==> src/rtl/rf_ctrl_pkg.sv <==
// Shared types for the register-file write-port controller.
// Latency: n/a (types and constants only).
// Backpressure: n/a.
package rf_ctrl_pkg;

    localparam int REG_AW = 5;
    localparam int XLEN   = 32;
    localparam int NREG   = 1 << REG_AW;

    // A write request to the register file at the default data width.
    typedef struct packed {
        logic              valid;
        logic [REG_AW-1:0] wr;
        logic [XLEN-1:0]   wd;
    } wb_req_t;

    // Which source owns the write port in a given cycle.
    typedef enum logic [1:0] {
        GNT_NONE = 2'd0,
        GNT_PIPE = 2'd1,
        GNT_BUF  = 2'd2,
        GNT_MDIR = 2'd3
    } gnt_e;

endpackage

==> src/rtl/rf_scoreboard.sv <==
// Busy-register scoreboard: registers still owed a result by the multi-cycle unit.
// Latency: set/clear land at the next edge; stall is combinational from state and inputs.
// Backpressure: raises stall_o to hold decode; never blocks a clear.
module rf_scoreboard
    import rf_ctrl_pkg::*;
(
    input  logic              clk,
    input  logic              rst,
    input  logic              iss_valid_i,
    input  logic [REG_AW-1:0] iss_rd_i,
    input  logic              clr_valid_i,
    input  logic [REG_AW-1:0] clr_rd_i,
    input  logic [REG_AW-1:0] chk_rs1_i,
    input  logic [REG_AW-1:0] chk_rs2_i,
    output logic              stall_o,
    output logic [NREG-1:0]   busy_o
);

    logic [NREG-1:0] busy_q;
    logic [NREG-1:0] busy_d;
    logic [NREG-1:0] set_mask;
    logic [NREG-1:0] clr_mask;

    // Next busy vector: clear first so a same-register set wins; x0 never pends.
    always_comb begin
        set_mask = '0;
        clr_mask = '0;
        if (iss_valid_i) set_mask[iss_rd_i] = 1'b1;
        if (clr_valid_i) clr_mask[clr_rd_i] = 1'b1;
        busy_d    = (busy_q & ~clr_mask) | set_mask;
        busy_d[0] = 1'b0;
    end

    // Busy state register with synchronous active-low reset.
    always_ff @(posedge clk) begin
        if (!rst) busy_q <= '0;
        else      busy_q <= busy_d;
    end

    // The issue term blocks a second writer being issued to a pending register.
    assign stall_o = rst & (busy_q[chk_rs1_i] | busy_q[chk_rs2_i] |
                            (iss_valid_i & busy_q[iss_rd_i]));
    assign busy_o  = rst ? busy_q : '0;

    // Issuing to a register that is still pending is a decode bug.
    a_no_issue_busy: assert property (@(posedge clk) disable iff (!rst)
        !(iss_valid_i && busy_q[iss_rd_i]));

endmodule

==> src/rtl/rf_wb_arbiter.sv <==
// Shares the register-file write port between pipeline writeback and the multi-cycle unit.
// Latency: 0 cycles source-valid to write; a buffered result drains within STARVE_LIMIT+1 cycles.
// Backpressure: m_ready drops while the one-entry buffer is full; p_hold stalls the pipeline one cycle on starvation.
module rf_wb_arbiter #(
    parameter int XLEN         = 32,
    parameter int STARVE_LIMIT = 4
) (
    input  logic            clk,
    input  logic            rst,
    input  logic            p_valid,
    input  logic [4:0]      p_wr,
    input  logic [XLEN-1:0] p_wd,
    output logic            p_hold,
    input  logic            m_valid,
    input  logic [4:0]      m_wr,
    input  logic [XLEN-1:0] m_wd,
    output logic            m_ready,
    input  logic            iss_valid,
    input  logic [4:0]      iss_rd,
    input  logic [4:0]      chk_rs1,
    input  logic [4:0]      chk_rs2,
    output logic            stall,
    output logic            RFWr,
    output logic [31:0]     wR,
    output logic [XLEN-1:0] wD,
    output logic [31:0]     busy
);
    import rf_ctrl_pkg::*;

    localparam logic [3:0] LIMIT = 4'(STARVE_LIMIT);

    typedef struct packed {
        logic              valid;
        logic [REG_AW-1:0] wr;
        logic [XLEN-1:0]   wd;
    } buf_t;

    buf_t              buf_q, buf_d;
    logic [3:0]        age_q, age_d;
    logic              p_hold_q, p_hold_d;
    gnt_e              gnt;
    logic [REG_AW-1:0] gnt_wr;
    logic [XLEN-1:0]   gnt_wd;
    logic              m_acc;
    logic              buf_lost;
    logic [3:0]        age_inc;

    // Grant priority: forced drain, pipeline, buffer, then direct multi-cycle bypass.
    always_comb begin
        gnt = GNT_NONE;
        if (!rst)             gnt = GNT_NONE;
        else if (p_hold_q)    gnt = buf_q.valid ? GNT_BUF : GNT_NONE;
        else if (p_valid)     gnt = GNT_PIPE;
        else if (buf_q.valid) gnt = GNT_BUF;
        else if (m_valid)     gnt = GNT_MDIR;
    end

    // Write-port mux; x0 targets are consumed without a write strobe.
    always_comb begin
        gnt_wr = '0;
        gnt_wd = '0;
        case (gnt)
            GNT_PIPE: begin gnt_wr = p_wr;     gnt_wd = p_wd;     end
            GNT_BUF:  begin gnt_wr = buf_q.wr; gnt_wd = buf_q.wd; end
            GNT_MDIR: begin gnt_wr = m_wr;     gnt_wd = m_wd;     end
            default:  begin gnt_wr = '0;       gnt_wd = '0;       end
        endcase
    end

    assign RFWr    = (gnt != GNT_NONE) && (gnt_wr != '0);
    assign wR      = {{(32-REG_AW){1'b0}}, gnt_wr};
    assign wD      = gnt_wd;
    assign m_ready = rst & ~buf_q.valid;
    assign m_acc   = m_valid & m_ready;
    assign p_hold  = rst & p_hold_q;

    // A buffered result that loses arbitration ages; reaching the limit forces one hold cycle.
    assign buf_lost = buf_q.valid && (gnt != GNT_BUF);
    assign age_inc  = age_q + 4'd1;

    // Buffer drains when granted and captures an accepted result that was not bypassed.
    always_comb begin
        buf_d    = buf_q;
        age_d    = buf_lost ? age_inc : 4'd0;
        p_hold_d = buf_lost && (age_inc == LIMIT);
        if (gnt == GNT_BUF) buf_d.valid = 1'b0;
        if (m_acc && (gnt != GNT_MDIR)) begin
            buf_d.valid = 1'b1;
            buf_d.wr    = m_wr;
            buf_d.wd    = m_wd;
        end
    end

    // Arbitration state with synchronous active-low reset; reset discards the buffer.
    always_ff @(posedge clk) begin
        if (!rst) begin
            buf_q    <= '0;
            age_q    <= '0;
            p_hold_q <= 1'b0;
        end else begin
            buf_q    <= buf_d;
            age_q    <= age_d;
            p_hold_q <= p_hold_d;
        end
    end

    rf_scoreboard u_sb (
        .clk         (clk),
        .rst         (rst),
        .iss_valid_i (iss_valid & (iss_rd != '0)),
        .iss_rd_i    (iss_rd),
        .clr_valid_i ((gnt == GNT_BUF) || (gnt == GNT_MDIR)),
        .clr_rd_i    (gnt_wr),
        .chk_rs1_i   (chk_rs1),
        .chk_rs2_i   (chk_rs2),
        .stall_o     (stall),
        .busy_o      (busy)
    );

    // The pipeline must honour the hold; a write presented during it is lost.
    a_no_pvalid_in_hold: assert property (@(posedge clk) disable iff (!rst)
        !(p_valid && p_hold_q));

endmodule

==> config.mk <==
export PLATFORM = sky130hd
export DESIGN_NAME = rf_wb_arbiter
export DESIGN_NICKNAME = d
export VERILOG_FILES = /design/src/rtl/rf_ctrl_pkg.sv /design/src/rtl/rf_scoreboard.sv /design/src/rtl/rf_wb_arbiter.sv
export SDC_FILE = /design/constraint.sdc
export NUM_CORES = 1
export LEC_CHECK = 0
export ABC_AREA = 1
export BUFFER_PORTS_ARGS = -buffer_cell sky130_fd_sc_hd__buf_2
export CORE_UTILIZATION = 45
export DETAILED_ROUTE_END_ITERATION = 10
export PLACE_DENSITY = 0.74
export SLEW_MARGIN = 20
export SYNTH_ARGS = -nofsm -noshare
export SYNTH_HDL_FRONTEND = slang
export SYNTH_HIERARCHICAL = 1
export SYNTH_SLANG_ARGS = --single-unit
==> constraint.sdc <==
create_clock -name clk -period 2 [get_ports clk]
set_input_delay 0.2 -clock clk [delete_from_list [all_inputs] [get_ports clk]]
set_output_delay 0.2 -clock clk [all_outputs]
set_load 0.02 [all_outputs]
==> results.cfg, run 1 <==
[die]
die_x_um = 109.5
io_pins = 194
initial_utilization_pct = 47.15
die_area_sq_um = 11990
die_h_um = 109.5
rows = 38
core_sq_um = 11030

[yosys]
async_flop_share_pct = 0
ys_seq_area_share_pct = 28.48
ys_types = 32
synth_top_area_cell = dfxtp_1
ys_top_cells_by_count = nand2_1, nand3_1, inv_1
synth-main-ff-cell = dfxtp_1
syn_inst = 887
netlist_area_sq_um = 5201
yosysMostFrequentCell = nand2_1
ys_top_cells_by_area = dfxtp_1, nand2_1, nand3_1
synth_top_cell_area_share_pct = 28.48
ys_warn_count = 6
ys_ff_latch = 74
avgSynthCellArea_sq_um = 5.864
synth_edf_count = 0

[route]
drc_errors = 0
viasPerCell = 5.114
drt-pass1-iter-count = 5
wl_per_cell_um = 13.35
drt_iter0_markers = 459
vias = 6040
postRouteAntennaNets = 0
wl_um = 15770

[job]
cap_violations = 0

[timing]
rsz0062_at_grt = no
fin_skew_ns = 0.004849
fmax_mhz = 523.1
holdWs_ns = 0.1122
finalSetupTns_ns = 0
report.final.slew_viol_count = 0
hold_viol = 0
fin_ws_ns = 0.08819
period_needed_ns = 1.912
fin_crit_sh_pct = 95.59
setup_viol = 0

[setup_path]
worst_path_max_delay_cell = dfxtp_1
cp_slowest_stage_delay_ns = 0.31
path_cells = inv_2 -> nand2_2 -> nor2_4 -> buf_4 -> nand3_1 -> o211ai_1 -> buf_2
startpoint_type = register
crit_path_max_fanout = 14
end_kind = output pin
critical_path_class = register to output pin
required_ns = 1.80
crit_family = buffers and inverters
critical_path_buf_inv_count = 3
cp.arrival_ns = 1.71

[grt]
gr-total-overflow = 0
grt_antenna_before_repair = 1
grt_pass1_wl_um = 25050
grt_usage_pct = 26.67
grt_pass1_vias = 5386
grt_max_degree = 33

[cts]
post_cts_buffers = 0
clockBufferDepth = 2
cts_buffers = 9
cts.sinks = 74
path_clk_slew_ns = 0.05
insertion_delay_ns = 0.33
cts_tree = built
htreeDepth = 3
clock-root-buffer = clkbuf_16

[pwr]
power_uw = 4030
total_leakage_power_uw = 0.003402
power_density_nw_per_um2 = 634.9
peakVddDrop_uv = 474.7

[placed_design]
place_ws_ns = 0.1056
port_buffers = 165
place_congestion = 0.9537
dp.cells = 1165
dpl.hpwl_um = 12160

[finish]
fin_cells = 1181
drive_above_1_share_pct = 22.31
nets = 1132
syn_to_final_growth_pct = 22.04

[outcome]
outcome = finished, final reports clean

[worst_hold_path]
hp-class = input pin to register
==> worst min-delay path, cell delays in order <==
cell and delay [ns]:
buf_2 0.09, nor2_1 0.04, nor2_1 0.08
==> cell usage in the layout, fill, tap and decap left out, types with 17 or more instances in the layout <==
cell type,count
dfxtp_1,68
inv_1,105
nand2_1,288
nor2_1,78
nand3_1,107
buf_2,164
o21ai_0,64
conb_1,28
inv_2,17
o211ai_1,32
==> routing by layer <==
metal | global-route usage [%] | up-vias | wire length [um]
met5 | 0 | - | 0
met4 | 10.29 | 0 | 369
met3 | 4.683 | 29 | 1193
met2 | 45.87 | 240 | 7569
met1 | 33.07 | 2729 | 6635
li1 | - | 3042 | -
==> per-stage QoR <==
step,utilization [%],instance area (sq um)
global placement,54.16,5974
global route,57.54,6347
CTS,57.00,6287
detailed placement,54.16,5974
floorplan,-,5299
finish,57.54,6347
==> cell type report <==
class / instances / area (sq um)
timing repair buffer: 180 / 972.2
sequential: 74 / 1489
clock buffer: 13 / 270.3
inverter: 123 / 464.2
multi-input combinational: 648 / 2939
antenna: 1 / 2.502
clock inverter: 2 / 35.03
tap: 140 / 175.2
fill: 1136 / 4683
==> final timing paths <==
check / from / endpoint / slack [ns] / depth (start not counted)
max: p_hold_q / wD[24] / 0.09 / 7
min: m_wd[10] / buf_q[10] / 0.11 / 3
max reg2reg: p_hold_q / u_sb/busy_q[12] / 0.18 / 11
min reg2reg: buf_q[34] / buf_q[34] / 0.46 / 2
==> report_power, final <==
part | switching, uW | internal (uW) | total (uW)
clock | 572 | 1060 | 1630
sequential | 25.6 | 1540 | 1560
combinational | 563 | 271 | 834
==> flip-flops by register name, indices dropped and copies added (netlist names) <==
| name | cells |
|---|---|
| age_q | 4 |
| p_hold_q | 1 |
| u_sb/busy_q | 31 |
| buf_q | 38 |
==> timing repair <==
item,CTS,global route
cloned,0,0
pin swaps,0,2
gates resized for setup,2,22
setup endpoints to repair,21,51
hold buffers,0,0
==> logic make-up after synthesis <==
| logic type | count (synthesis) | share of synthesized area [%] |
|---|---|---|
| xor gates and xnor gates | 2 | 0.3368 |
| AOI/OAI and AO/OA | 113 | 12.61 |
| adders and majority gates | 2 | 0.4810 |
| and+or+nand+nor | 503 | 40.37 |
| DFF | 74 | 28.48 |
| buffers and inverters | 191 | 17.58 |
| other | 2 | 0.1444 |
No activity file was read; power rests on OpenSTA's default activity.
==> run 2: changes to the inputs <==
--- a/config.mk
+++ b/config.mk
@@ -10,6 +10,7 @@
 export CORE_UTILIZATION = 45
 export DETAILED_ROUTE_END_ITERATION = 10
 export PLACE_DENSITY = 0.74
+export REMOVE_ABC_BUFFERS = 1
 export SLEW_MARGIN = 20
 export SYNTH_ARGS = -nofsm -noshare
 export SYNTH_HDL_FRONTEND = slang
==> run 2 against run 1 <==
Effect of this change: total power about the same; cell area is essentially flat; non-clock buffer count down 1; critical path type is now register to register; largest cell class unchanged.
==> results.cfg, run 2 (synthesis results as in run 1) <==
[outcome]
outcome = finished, final reports clean

[finish]
largest_reg_flops = 38
layout_commonest_cell = nand2_1
top_register = buf_q
diodes = 0
fin_cells = 1179
layout_common_cells = nand2_1, buf_2, nand3_1
reg_top3 = buf_q (38), u_sb/busy_q (31), age_q (4)
drive_above_1_share_pct = 21.85
syn_to_final_growth_pct = 21.91
nets = 1131

[cts]
cts_buffers = 9
cts_tree = built
clockBufferDepth = 2
clock-root-buffer = clkbuf_16
cts_hold_buf = 0
insertion_delay_ns = 0.32
htreeDepth = 3
cts.sinks = 74
path_clk_slew_ns = 0.06

[pwr]
total_leakage_power_uw = 0.003394
power_density_nw_per_um2 = 635.0
power_uw = 4026
peakVddDrop_uv = 518.1

[setup_path]
worst_path_max_delay_cell = nand3_1
crit_path_max_fanout = 8
crit_family = simple AND/OR/NAND/NOR gates
critical_path_class = register to register
critical_path_buf_inv_count = 1
path_common_cell = nand3_1
cp.arrival_ns = 2.13
cp_slowest_stage_delay_ns = 0.36
startpoint_type = register
path_cells = inv_2 -> nand2_2 -> nor2_4 -> nand3_1 -> nand3_1 -> nand3_1 -> o21ai_0 -> o21ai_0
required_ns = 2.20
end_kind = register

[timing]
fin_crit_sh_pct = 96.52
fin_skew_ns = 0.004862
tightestPinTransition_ns = 0.5999
holdWs_ns = 0.1086
slew_headroom_pct = 60.01
period_needed_ns = 1.930
fmax_mhz = 518.0
hold_viol = 0
rsz0062_at_grt = yes
report.final.slew_viol_count = 0
setup_viol = 0

[grt]
grt_pass1_wl_um = 25500
grt_pass1_vias = 5282
grt_antenna_before_repair = 0
gr-total-overflow = 0
grt_max_degree = 70
grt_usage_pct = 27.19

[die]
initial_utilization_pct = 47.15
core_sq_um = 11030
die_h_um = 109.5
rows = 38
die_area_sq_um = 11990
die_x_um = 109.5
io_pins = 194

[route]
drc_errors = 0
wl_um = 16100
wl_per_cell_um = 13.66
postRouteAntennaNets = 0
viasPerCell = 5.081
drt_iter0_markers = 495
drt-pass1-iter-count = 5
vias = 5991

[placed_design]
dp.cells = 1164
port_buffers = 165
place_congestion = 0.9849
dpl.hpwl_um = 11820

[job]
cap_violations = 0

[worst_hold_path]
hp-class = input pin to register
## run 2: final timing paths
path                               start  slack, ns  cells after the start         endpoint
worst max-delay path            p_hold_q       0.07                      8  u_sb/busy_q[25]
worst min-delay path            m_wd[17]       0.11                      3        buf_q[17]
worst max register to register  p_hold_q       0.07                      8  u_sb/busy_q[25]
worst min register to register  age_q[0]       0.46                      1         age_q[0]
## run 2: metrics by stage
step / setup WS [ns] / setup TNS [ns] / area [sq um] / util (%)
after floorplan: -0.9213 / -53.74 / 4848 / -
after global placement: 0.2027 / 0 / 5979 / 54.21
after detailed placement: 0.1349 / 0 / 5979 / 54.21
after CTS: 0.05587 / 0 / 6307 / 57.18
after global routing: -0.01953 / -0.06521 / 6341 / 57.49
final: 0.06952 / 0 / 6341 / 57.49
## run 2: worst register-to-register path: cells and delay by family, from the launching register on
| kind | cells | cell delay, ns |
|---|---|---|
| DFF | 1 | 0.32 |
| buffers and inverters | 1 | 0.09 |
| and+or+nand+nor | 5 | 0.97 |
| AOI/OAI and AO/OA | 2 | 0.42 |
## run 2: timing repair
| item | CTS | global route |
|---|---|---|
| buffers inserted | 0 | 0 |
| pin swaps | 0 | 0 |
| gates resized for setup | 6 | 13 |
| gates cloned | 0 | 0 |
| endpoints found under the setup margin | 33 | 30 |
| endpoints found under the hold margin | 0 | 0 |
## run 2: final cells by class
cell class                      instances  area [sq um]
Inverter                              123         464.2
Fill cell                            1130          4690
Tap cell                              140         175.2
Clock inverter                          4         51.30
Clock buffer                           11         252.7
Sequential cell                        74          1485
Timing Repair Buffer                  179         979.7
Multi-Input combinational cell        648          2933
## run 2: routing by layer
| layer | vias up | routed length (um) | track usage, % |
|---|---|---|---|
| li1 | 3043 | - | - |
| met1 | 2678 | 6891 | 35.33 |
| met2 | 244 | 7550 | 44.88 |
| met3 | 26 | 1331 | 5.276 |
| met4 | 0 | 326 | 9.333 |
| met5 | - | 0 | 0 |
## run 2: power by group
group          internal (uW)  switching (uW)
Sequential              1540            25.6
Clock                   1030             595
Combinational            275             567
